`src/rtl/dac_ser_pkg.sv`:
```
// Shared definitions for the DAC serializer: FSM encodings and frame sizing helper.
package dac_ser_pkg;

   typedef enum logic [1:0] {
      ST_IDLE  = 2'b00,
      ST_RUN   = 2'b01,
      ST_DRAIN = 2'b10
   } state_t;

   function automatic int frame_bits(input int width);
      return 2 * width;
   endfunction

endpackage

```
`src/rtl/dac_serializer_bclk_gen.sv`:
```
// Bit-clock generator: divides clk into a 50% duty bclk and flags the cycle in which bclk falls.
module bclk_gen #(
   parameter int BCLK_DIV = 4
) (
   input  logic i_clk,
   input  logic i_rst_n,
   input  logic i_run,
   output logic o_bclk,
   output logic o_fall
);

   localparam int DW = (BCLK_DIV > 2) ? $clog2(BCLK_DIV) : 1;

   logic [DW-1:0] r_div_cnt;
   logic          r_bclk;
   logic          w_wrap;

   assign w_wrap = i_run && (r_div_cnt == DW'(BCLK_DIV - 1));
   assign o_fall = w_wrap && r_bclk;
   assign o_bclk = r_bclk;

   // Divider counter and bclk toggle; cleared and held low while not running
   always_ff @(posedge i_clk or negedge i_rst_n) begin
      if (!i_rst_n) begin
         r_div_cnt <= {DW{1'b0}};
         r_bclk    <= 1'b0;
      end else if (!i_run) begin
         r_div_cnt <= {DW{1'b0}};
         r_bclk    <= 1'b0;
      end else if (w_wrap) begin
         r_div_cnt <= {DW{1'b0}};
         r_bclk    <= ~r_bclk;
      end else begin
         r_div_cnt <= r_div_cnt + 1'b1;
         r_bclk    <= r_bclk;
      end
   end

endmodule

```
`src/rtl/dac_serializer.sv`:
```
// Left-justified stereo DAC serializer: captures DDS samples, sends each word MSB-first in both slots.
// Build option DAC_SER_OFFSET_BINARY_EN: send words as offset binary (MSB inverted).
module dac_serializer
   import dac_ser_pkg::*;
#(
   parameter int WIDTH    = 16,
   parameter int BCLK_DIV = 4
) (
   input  logic             i_clk,
   input  logic             i_reset,
   input  logic             i_en,
   input  logic [WIDTH-1:0] i_sample,
   input  logic             i_new_sample_ready,
   input  logic             i_ovr_clr,
   output logic             o_bclk,
   output logic             o_lrclk,
   output logic             o_sdata,
   output logic             o_frame_start,
   output logic             o_overrun
);

   localparam int FB = frame_bits(WIDTH);
   localparam int BW = $clog2(FB);

   state_t           r_state;
   logic [BW-1:0]    r_bit_cnt;
   logic [WIDTH-1:0] r_hold;
   logic [WIDTH-1:0] r_frame_word;
   logic [WIDTH-1:0] r_shreg;
   logic             r_pending;
   logic             r_lrclk;
   logic             r_frame_start;
   logic             r_overrun;

   logic             w_run;
   logic             w_fall;
   logic             w_wrap;
   logic             w_half;
   logic             w_load;
   logic [WIDTH-1:0] w_next_word;

   function automatic logic [WIDTH-1:0] to_frame(input logic [WIDTH-1:0] s);
`ifdef DAC_SER_OFFSET_BINARY_EN
      return {~s[WIDTH-1], s[WIDTH-2:0]};
`else
      return s;
`endif
   endfunction

   assign w_run  = (r_state != ST_IDLE);
   assign w_wrap = w_fall && (r_bit_cnt == BW'(FB - 1));
   assign w_half = w_fall && (r_bit_cnt == BW'(WIDTH - 1));
   // A frame boundary in DRAIN restarts seamlessly if en has come back
   assign w_load = ((r_state == ST_IDLE) && i_en) ||
                   (w_wrap && ((r_state == ST_RUN) || i_en));

   bclk_gen #(.BCLK_DIV(BCLK_DIV)) u_bclk_gen (
      .i_clk   (i_clk),
      .i_rst_n (i_reset),
      .i_run   (w_run),
      .o_bclk  (o_bclk),
      .o_fall  (w_fall)
   );

   // Word selection for a load: fresh strobe beats held sample beats repeat of the last word
   always_comb begin
      w_next_word = r_frame_word;
      if (i_new_sample_ready) begin
         w_next_word = to_frame(i_sample);
      end else if (r_pending) begin
         w_next_word = to_frame(r_hold);
      end else begin
         w_next_word = r_frame_word;
      end
   end

   // Sample capture, pending flag and sticky overrun
   always_ff @(posedge i_clk or negedge i_reset) begin
      if (!i_reset) begin
         r_hold    <= {WIDTH{1'b0}};
         r_pending <= 1'b0;
         r_overrun <= 1'b0;
      end else begin
         if (i_new_sample_ready) begin
            r_hold <= i_sample;
         end
         if (w_load) begin
            r_pending <= 1'b0;
         end else if (i_new_sample_ready) begin
            r_pending <= 1'b1;
         end
         if (i_new_sample_ready && r_pending && !w_load) begin
            r_overrun <= 1'b1;
         end else if (i_ovr_clr) begin
            r_overrun <= 1'b0;
         end
      end
   end

   // Link FSM, bit counter, slot select and shift register
   always_ff @(posedge i_clk or negedge i_reset) begin
      if (!i_reset) begin
         r_state       <= ST_IDLE;
         r_bit_cnt     <= {BW{1'b0}};
         r_frame_word  <= {WIDTH{1'b0}};
         r_shreg       <= {WIDTH{1'b0}};
         r_lrclk       <= 1'b0;
         r_frame_start <= 1'b0;
      end else begin
         r_frame_start <= w_load;
         case (r_state)
            ST_IDLE: begin
               r_bit_cnt <= {BW{1'b0}};
               r_lrclk   <= 1'b0;
               if (i_en) begin
                  r_state      <= ST_RUN;
                  r_frame_word <= w_next_word;
                  r_shreg      <= w_next_word;
               end else begin
                  r_shreg <= {WIDTH{1'b0}};
               end
            end
            ST_RUN, ST_DRAIN: begin
               if (w_wrap && !w_load) begin
                  r_state <= ST_IDLE;
               end else begin
                  r_state <= i_en ? ST_RUN : ST_DRAIN;
               end
               if (w_wrap) begin
                  r_bit_cnt <= {BW{1'b0}};
                  r_lrclk   <= 1'b0;
                  if (w_load) begin
                     r_frame_word <= w_next_word;
                     r_shreg      <= w_next_word;
                  end else begin
                     r_shreg <= {WIDTH{1'b0}};
                  end
               end else if (w_half) begin
                  r_bit_cnt <= r_bit_cnt + 1'b1;
                  r_lrclk   <= 1'b1;
                  r_shreg   <= r_frame_word;
               end else if (w_fall) begin
                  r_bit_cnt <= r_bit_cnt + 1'b1;
                  r_shreg   <= {r_shreg[WIDTH-2:0], 1'b0};
               end
            end
            default: begin
               r_state <= ST_IDLE;
            end
         endcase
      end
   end

   assign o_lrclk       = r_lrclk;
   assign o_sdata       = r_shreg[WIDTH-1];
   assign o_frame_start = r_frame_start;
   assign o_overrun     = r_overrun;

endmodule
```
`config.mk`:
```
export PLATFORM = sky130hd
export DESIGN_NAME = dac_serializer
export DESIGN_NICKNAME = d
export VERILOG_FILES = /design/src/rtl/dac_ser_pkg.sv /design/src/rtl/dac_serializer_bclk_gen.sv /design/src/rtl/dac_serializer.sv
export SDC_FILE = /design/constraint.sdc
export NUM_CORES = 1
export LEC_CHECK = 0
export CAP_MARGIN = 10
export CORE_MARGIN = 1.5
export CORE_UTILIZATION = 35
export DETAILED_ROUTE_END_ITERATION = 6
export PLACE_DENSITY_LB_ADDON = 0.2
export REMOVE_ABC_BUFFERS = 1
export SKIP_LAST_GASP = 1
export SYNTH_ARGS = -nofsm -noshare
export SYNTH_HDL_FRONTEND = slang
export SYNTH_SLANG_ARGS = --single-unit
```
`constraint.sdc`:
```
create_clock -name i_clk -period 2.4 [get_ports i_clk]
set_input_delay 0.48 -clock i_clk [delete_from_list [all_inputs] [get_ports i_clk]]
set_output_delay 0.48 -clock i_clk [all_outputs]
set_load 0.1 [all_outputs]
```
Word level (Yosys, flattened, before mapping)

Index checks and enable logic that the tools add are counted.

Register bits: 62
Latch bits: 0
Bits in writable memories: 0
Bits in read-only memories: 0
Input port bits: 21
Output and inout port bits: 5
Memories kept: 0

Add/subtract/negate cells: 2
$mul: 0
Divide/modulo/power cells: 0
Order comparisons: 0
Eq/ne operators: 11
Shift operators: 0
Mux-type cells: 31
Bitwise operators: 1
Reductions and logical operators: 21

Operator list:

| cell                                                                   | count |
|---|---|
| 16-bit 2-to-1 mux                                                      | 10 |
| 16-bit one-hot mux with 2 select lines                                 | 2 |
| 5-bit 2-to-1 mux                                                       | 3 |
| 2-bit 2-to-1 mux                                                       | 5 |
| 5-bit one-hot mux with 2 select lines                                  | 1 |
| 1-bit logical AND                                                      | 9 |
| 1-bit 2-to-1 mux                                                       | 8 |
| 2-bit != test (second input constant)                                  | 4 |
| 2-bit nonzero test                                                     | 4 |
| 5-bit by 1-bit adder with 5-bit output (second input constant)         | 1 |
| 5-bit by 4-bit equality test with 1-bit output (second input constant) | 1 |
| 5-bit equality test (second input constant)                            | 1 |
| 2-bit equality test (second input constant)                            | 2 |
| 4-bit != test (second input constant)                                  | 1 |
| 2-bit one-hot mux with 2 select lines                                  | 1 |
| 2-bit AND reduction                                                    | 2 |
| 4-bit AND reduction                                                    | 1 |
| 3-bit != test (second input constant)                                  | 1 |
| 2-bit by 1-bit adder with 2-bit output (second input constant)         | 1 |
| 2-bit by 1-bit equality test with 1-bit output (second input constant) | 1 |
| 2-bit zero test                                                        | 1 |
| 1-bit logical OR                                                       | 2 |
| 1-bit one-hot mux with 2 select lines                                  | 1 |
| 2-bit OR reduction                                                     | 1 |
| other kinds (2)                                                        | 2 |

Logic depth before layout (Yosys ltp)

Gate-level depths: netlist of run 1.

Word-level depth: 10
Mapped depth: 9

Hierarchy

Synthesis of run 1 repeated with hierarchy kept, for this count alone.

Cell total of the unflattened synthesis: 294
Area, all modules: 3114.2 sq um

By module, submodules not included:

| module         | times used | cells each | area each (sq um) | seq. area each (sq um) |
|---|---|---|---|---|
| dac_serializer | 1          | 285        | 2986.6            | 1476.4 |
| bclk_gen       | 1          | 9          | 127.6             | 75.1 |

Least setup slack after synthesis of run 1

Ideal clock, no wire load.

Path kind: flip-flop to flip-flop
Start: register u_bclk_gen.r_bclk, in the netlist u_bclk_gen.o_bclk
End: register r_frame_word[0]
Setup time: 0.128 ns
Arrival time: 2.021 ns
Setup slack: 0.251 ns
Cell stages (with the launch flop): 4
Path buffers: 0
Period minus slack after synthesis: 2.149 ns
Cells stage by stage: dfrtp_1 > nand4b_2 > o22ai_4 > mux2_1

Longest elaborated chain between the ends: 6

Ends and longest elaborated chain:

| what                            | line                          | source |
|---|---|---|
| start: declaration              | dac_serializer_bclk_gen.sv:15 | `logic r_bclk;` |
| start signal: assignment        | dac_serializer_bclk_gen.sv:32 | `r_bclk <= ~r_bclk;` |
| start signal: assignment        | dac_serializer_bclk_gen.sv:35 | `r_bclk <= r_bclk;` |
| 1-bit logical AND *             | dac_serializer_bclk_gen.sv:19 | `assign o_fall = w_wrap && r_bclk;` |
| 1-bit logical AND *             | dac_serializer.sv:51          | `assign w_wrap = w_fall && (r_bit_cnt == BW'(FB - 1));` |
| 1-bit logical AND               | dac_serializer.sv:55          | `(w_wrap && ((r_state == ST_RUN) \|\| i_en));` |
| 1-bit logical OR                | dac_serializer.sv:54          | `assign w_load = ((r_state == ST_IDLE) && i_en) \|\|` |
| 2-bit != test (no line)         | n/a                           |  |
| 4-bit AND reduction (no line) * | n/a                           |  |
| end signal: assignment          | dac_serializer.sv:105         | `r_frame_word <= {WIDTH{1'b0}};` |
| end signal: assignment          | dac_serializer.sv:117         | `r_frame_word <= w_next_word;` |
| end signal: assignment          | dac_serializer.sv:133         | `r_frame_word <= w_next_word;` |
| end: declaration                | dac_serializer.sv:28          | `logic [WIDTH-1:0] r_frame_word;` |

Mark *: on every way between the ends. The rest lies on a longest branch, timed or not.
A chain may end at the register's enable or synchronous reset.

Worst setup path in the final report of run 1

Start: register r_bit_cnt[0]
End: register r_frame_word[14]

Longest elaborated chain between the ends: 6

Ends and longest elaborated chain:

| what                            | line                  | source |
|---|---|---|
| start: declaration              | dac_serializer.sv:26  | `logic [BW-1:0] r_bit_cnt;` |
| start signal: assignment        | dac_serializer.sv:104 | `r_bit_cnt <= {BW{1'b0}};` |
| start signal: assignment        | dac_serializer.sv:113 | `r_bit_cnt <= {BW{1'b0}};` |
| start signal: assignment        | dac_serializer.sv:130 | `r_bit_cnt <= {BW{1'b0}};` |
| 5-bit equality test *           | dac_serializer.sv:51  |  |
| 1-bit logical AND *             | dac_serializer.sv:51  |  |
| 1-bit logical AND               | dac_serializer.sv:55  |  |
| 1-bit logical OR                | dac_serializer.sv:54  |  |
| 2-bit != test (no line)         | n/a                   |  |
| 4-bit AND reduction (no line) * | n/a                   |  |

Marks and branches as above.

==> results of run 1 <==
[worst max-delay path, stage by stage, from the launching register on]
cell and delay (ns):
dfrtp_1 0.38, ha_1 0.18, and3_1 0.20, ha_1 0.24, nand4b_2 0.16, o22ai_4 0.44, buf_4 0.27, mux2i_1 0.19
[final timing paths]
kind                                          from                 endpoint  slack, ns  cells past startpoint
max                                   r_bit_cnt[0]         r_frame_word[14]       0.27                      7
min                                        i_reset                r_hold[8]       0.04                      1
max reg2reg                           r_bit_cnt[0]         r_frame_word[14]       0.27                      7
min reg2reg                u_bclk_gen.r_div_cnt[0]  u_bclk_gen.r_div_cnt[0]       0.44                      1
max in group asynchronous                  i_reset               r_hold[12]       1.77                      2
min in group i_clk         u_bclk_gen.r_div_cnt[0]  u_bclk_gen.r_div_cnt[0]       0.44                      1
[state kept, by name (all words and copies together) (netlist names)]
name / count
r_bit_cnt: 5
o_lrclk: 1
r_state: 2
o_frame_start: 1
r_shreg: 16
r_frame_word: 16
u_bclk_gen.r_div_cnt: 2
u_bclk_gen.o_bclk: 1
o_overrun: 1
r_pending: 1
r_hold: 16
[cell families (layout without fill, tap and decap cells)]
group	after synthesis	after routing
XOR/XNOR	1	1
flip-flops	62	62
multiplexers	52	52
adder cells (fa/ha/maj)	7	7
AND/OR/NAND/NOR	65	65
AO/OA/AOI/OAI	65	65
buffers and inverters	49	84
[stage by stage]
| step | area (µm²) | cells | hold WS, ns | utilization [%] | power (µW) |
|---|---|---|---|---|---|
| floorplan | 3040 | 283 | 0.184 | - | 2760 |
| global placement | 3520 | 428 | 0.417 | 40.4 | 3320 |
| detailed placement | 3520 | 428 | 0.421 | 40.4 | 3340 |
| CTS | 3700 | 444 | 0.0371 | 42.5 | 4210 |
| global route | 3700 | 444 | 0.0621 | 42.5 | 4450 |
| finish | 3700 | 444 | 0.0440 | 42.5 | 4150 |
[power breakdown]
| part | internal [µW] | switching [µW] | total (µW) |
|---|---|---|---|
| logic | 723 | 982 | 1710 |
| registers | 1360 | 248 | 1600 |
| clock network | 428 | 418 | 846 |
| total | 2510 | 1650 | 4150 |
[layer usage]
metal / share of wire, % / up-vias / GRT usage [%]
li1: - / 1109 / -
met2: 44 / 43 / 21.9
met5: 0 / - / 0
met1: 50 / 1045 / 19.5
met3: 3.6 / 12 / 2.93
met4: 2.1 / 0 / 7.58
[cell usage after synthesis, types with 4 or more instances]
master	instances	area, µm²
dfrtp_1	62	1550
o211ai_1	4	30.0
nand2_1	35	131
inv_1	31	116
o21a_1	7	52.6
mux2_1	5	56.3
a21oi_1	8	40.0
nor2_1	11	41.3
clkbuf_1	7	26.3
nand3_1	6	30.0
mux2i_1	43	430
o221ai_1	11	96.3
o21ai_0	21	105
buf_2	6	30.0
mux2_2	4	45.0
ha_1	7	87.6
[cell type report]
type                    count  area [µm²]
repair buffers             37         343
clock inverters             5        33.8
inverters                  31         116
well taps                 108         135
flip-flops and latches     62        1550
fillers                   834        5020
multi-input cells         190        1370
clock buffers              11         151
==> flow_summary.json, run 1 <==
{
  "synth-compound-area-share_pct": 14.3,
  "design.final.nets": 359,
  "first_global_vias": 2258,
  "std_cell_rows": 34,
  "design.die.area_mm2": 0.00957,
  "cts.clk_slew.worst_paths_ns": 0.07,
  "syn-mean-instance-area_um2": 10.5,
  "detail_route.wl_per_cell_um": 14.2,
  "dpl_worst_slack_ns": 0.232,
  "die-height_um": 97.8,
  "clk-insertion-delay-late_ns": 0.34,
  "largest_net_degree_at_the_start_of_global_routing": 49,
  "first_iter_violations": 63,
  "post-route-worst-setup-slack_ns": 0.268,
  "synthFlopType": "dfrtp_1",
  "final-max-slew-violation-count": 0,
  "die_x_um": 97.8,
  "critPathMaxFanout": 10,
  "max_capacitance_violation_total": 0,
  "numCtsBuffers": 9,
  "synth_fa_ha_area_share_pct": 2.78,
  "synthXorXnorAreaFrac_pct": 0.278,
  "min_path_type": "input pin to asynchronous set/reset pin",
  "worst-endpoint-arrival_ns": 2.40,
  "critPathRequiredTime_ns": 2.67,
  "flow.area_growth_from_synthesis_pct": 17.7,
  "post-dp-hpwl_mm": 4.15,
  "skew_ns": 0.0130,
  "max_freq_ghz": 0.469,
  "detail-route-antenna-nets": 0,
  "synth_top_family_by_area": "multiplexers",
  "synth_cell_types": 40,
  "route.detailed.drc": 0,
  "setup_repair_after_global_routing_missed_its_margin": "false",
  "viasPerCell": 4.98,
  "cts_tree": "yes",
  "slew-limit-headroom_pct": 59.3,
  "postCtsHoldBufs": 0,
  "vias": 2209,
  "starting_density_pct": 36.1,
  "worst_slew_pin_slew_ns": 0.611,
  "routability_driven_placement_congestion_ratio": 0.740,
  "timing_worst_setup_path_type": "register to register",
  "total_leakage_power_uw": 0.00182,
  "grt_antenna_before_repair": 0,
  "netlist_area_mm2": 0.00315,
  "final_min_period_over_clock_period_pct": 88.8,
  "post-cts-setup-buffer-count": 0,
  "synthSimpleGateAreaFrac_pct": 9.38,
  "yosys_warnings": 0,
  "finalWirelength_mm": 6.30,
  "worst_setup_path_end_kind": "register",
  "finalSetupTns_ns": 0,
  "critPathLaunchType": "register",
  "cts-htree-levels": 3,
  "post_synth_mux_area_share_pct": 16.9,
  "netlist_instances": 301,
  "drive_gt1_share_pct": 13.1,
  "diodes": 0,
  "number_of_port_buffers": 25,
  "grt_remaining_overflow": 0,
  "layout_commonest_cell": "dfrtp_1",
  "status": "completed",
  "p_per_area_mw_per_mm2": 1120,
  "synth_enable_flop_cells": 0,
  "proportion_of_synthesized_flip_flops_having_asynchronous_set_or_reset_pct": 100,
  "clock-sinks": 62,
  "timing.final.setup_violations": 0,
  "design.portCount": 26,
  "seq_area_frac_synth_pct": 49.3,
  "leading_cell_types_in_the_layout_fill_and_taps_excluded": "dfrtp_1, mux2i_1, nand2_1, inv_1, o21ai_0",
  "peakVddDrop_v": 0.000402,
  "hold_viol": 0,
  "cts_resized": 0,
  "drt-pass1-iter-count": 4,
  "grt_util_all_layers_pct": 14.4,
  "clock_path_buffers": 2,
  "yosys_register_bits": 62,
  "grt_pass1_wl_mm": 11.0,
  "coreArea_mm2": 0.00872,
  "clk_root_buffer_cell": "clkbuf_8",
  "layout_min_cycle_time_ns": 2.13
}
No activity file was read; power rests on OpenSTA's default activity.
==> inputs of run 2 (changes only) <==
--- a/config.mk
+++ b/config.mk
@@ -10,7 +10,6 @@
 export CORE_UTILIZATION = 35
 export DETAILED_ROUTE_END_ITERATION = 6
 export PLACE_DENSITY_LB_ADDON = 0.2
-export REMOVE_ABC_BUFFERS = 1
 export SKIP_LAST_GASP = 1
 export SYNTH_ARGS = -nofsm -noshare
 export SYNTH_HDL_FRONTEND = slang
==> run 2 against run 1 <==
Register-to-register slack hardly changed. Final cell count is 0.68% lower. Critical path type unchanged. Critical path depth is 1 lower. Setup slack worse by 0.0020 ns. Cell area is 1.0% lower. Total power is 3.7% lower. First-iteration DRC count is 59% higher.
==> flow_summary.json, run 2 (synthesis results as in run 1) <==
{
  "status": "completed",
  "setup_repair_after_global_routing_missed_its_margin": "false",
  "worst_setup_path_end_kind": "register",
  "cts-htree-levels": 3,
  "critPathRequiredTime_ns": 2.62,
  "post-cts-setup-buffer-count": 0,
  "fin_cells": 441,
  "drt-pass1-iter-count": 4,
  "slew-limit-headroom_pct": 53.5,
  "max_freq_ghz": 0.469,
  "drive_gt1_share_pct": 11.7,
  "routability_driven_placement_congestion_ratio": 0.722,
  "viasPerCell": 5.00,
  "leading_cell_types_in_the_layout_fill_and_taps_excluded": "dfrtp_1, mux2i_1, nand2_1, inv_1, o21ai_0",
  "clock_path_buffers": 2,
  "stdcell_area_mm2": 0.00367,
  "timing.final.setup_violations": 0,
  "cts.clk_slew.worst_paths_ns": 0.07,
  "worst_slew_pin_slew_ns": 0.698,
  "grt_remaining_overflow": 0,
  "placed_area_mm2": 0.00351,
  "design.final.nets": 358,
  "number_of_port_buffers": 25,
  "coreArea_mm2": 0.00872,
  "post-dp-hpwl_mm": 4.10,
  "largestRegisters": "r_frame_word: 16 flops, r_hold: 16 flops, r_shreg: 16 flops",
  "largest_net_degree_at_the_start_of_global_routing": 44,
  "total_leakage_power_uw": 0.00180,
  "net_count_of_the_mapped_netlist": 329,
  "clk_root_buffer_cell": "clkbuf_8",
  "cts_tree": "yes",
  "clock-sinks": 62,
  "layout_commonest_cell": "dfrtp_1",
  "area_used_by_multi_input_combinational_logic_mm2": 0.00137,
  "skew_ns": 0.00843,
  "design.portCount": 26,
  "detail_route.wl_per_cell_um": 14.1,
  "std_cell_rows": 34,
  "max_capacitance_violation_total": 0,
  "grt_pass1_wl_mm": 10.9,
  "design.die.area_mm2": 0.00957,
  "diodes": 0,
  "postCtsHoldBufs": 0,
  "numCtsBuffers": 9,
  "first_global_vias": 2302,
  "flow.area_growth_from_synthesis_pct": 16.5,
  "die_x_um": 97.8,
  "cts_resized": 0,
  "starting_density_pct": 36.1,
  "grt_antenna_before_repair": 0,
  "die-height_um": 97.8,
  "final-seq-area_mm2": 0.00155,
  "timing_worst_setup_path_type": "register to register",
  "final_min_period_over_clock_period_pct": 88.9,
  "finalWirelength_mm": 6.23,
  "peakVddDrop_v": 0.000356,
  "p_per_area_mw_per_mm2": 1090,
  "finalSetupTns_ns": 0,
  "layout_min_cycle_time_ns": 2.13,
  "vias": 2206,
  "hold_viol": 0,
  "detail-route-antenna-nets": 0,
  "critPathMaxFanout": 19,
  "clk-insertion-delay-late_ns": 0.34,
  "grt_util_all_layers_pct": 14.2,
  "first_iter_violations": 100,
  "final-max-slew-violation-count": 0,
  "num-fill-cells": 862,
  "place_inst": 427,
  "end_of_flow_core_utilization_pct": 42.1,
  "min_path_type": "input pin to asynchronous set/reset pin",
  "critPathLaunchType": "register",
  "route.detailed.drc": 0,
  "worst-endpoint-arrival_ns": 2.36
}
==> run 2: changes by cell type in the layout (fill, tap and decap cells not counted), sizes merged <==
cell,before,now
buf,19,18
clkbuf,11,12
clkinv,3,2
clkinvlp,2,0
==> run 2: path summary, 6_finish.rpt <==
check / slack [ns] / end / cells after the start / from
worst max-delay path: 0.27 / r_bit_cnt[3] / 6 / r_state[0]
worst min-delay path: 0.09 / u_bclk_gen.o_bclk / 1 / i_reset
worst max register to register: 0.27 / r_bit_cnt[3] / 6 / r_state[0]
worst min register to register: 0.44 / u_bclk_gen.r_div_cnt[0] / 1 / u_bclk_gen.r_div_cnt[0]
max in group asynchronous: 1.71 / r_frame_word[11] / 2 / i_reset
min in group i_clk: 0.44 / u_bclk_gen.r_div_cnt[0] / 1 / u_bclk_gen.r_div_cnt[0]
==> run 2: layout make-up <==
cell class	instances	area share [%]
Sequential cell	62	42.3
Multi-Input combinational cell	190	37.5
Timing Repair Buffer	36	9.14
Clock buffer	12	3.96
Tap cell	108	3.68
Inverter	31	3.17
Clock inverter	2	0.273
==> run 2: layer usage <==
metal / global-route usage, % / up-vias / part of all wire [%]
li1: - / 1100 / -
met1: 17.1 / 1069 / 48
met2: 24.6 / 27 / 48
met3: 3.65 / 10 / 2.9
met4: 5.27 / 0 / 1.4
met5: 0 / - / 0
==> run 2: report_power, final <==
part	switching [µW]	internal, µW
Sequential	211	1360
Clock	380	388
Combinational	1010	653
Total	1600	2400
==> run 2: through the flow <==
step | total power (µW) | hold WS, ns | setup slack, ns
after floorplan | 2870 | 0.184 | 0.251
after global placement | 3240 | 0.422 | 0.306
after detailed placement | 3270 | 0.437 | 0.258
after CTS | 4060 | 0.103 | 0.237
after global routing | 4280 | 0.124 | 0.117
final | 4000 | 0.0914 | 0.266
==> run 2: worst max-delay path, stage by stage (launching register included) <==
cell and delay, ns:
dfrtp_1 0.37, inv_1 0.07, ha_1 0.35, nand3b_1 0.29, a21o_1 0.47, a31o_1 0.30
a21o_1 0.17
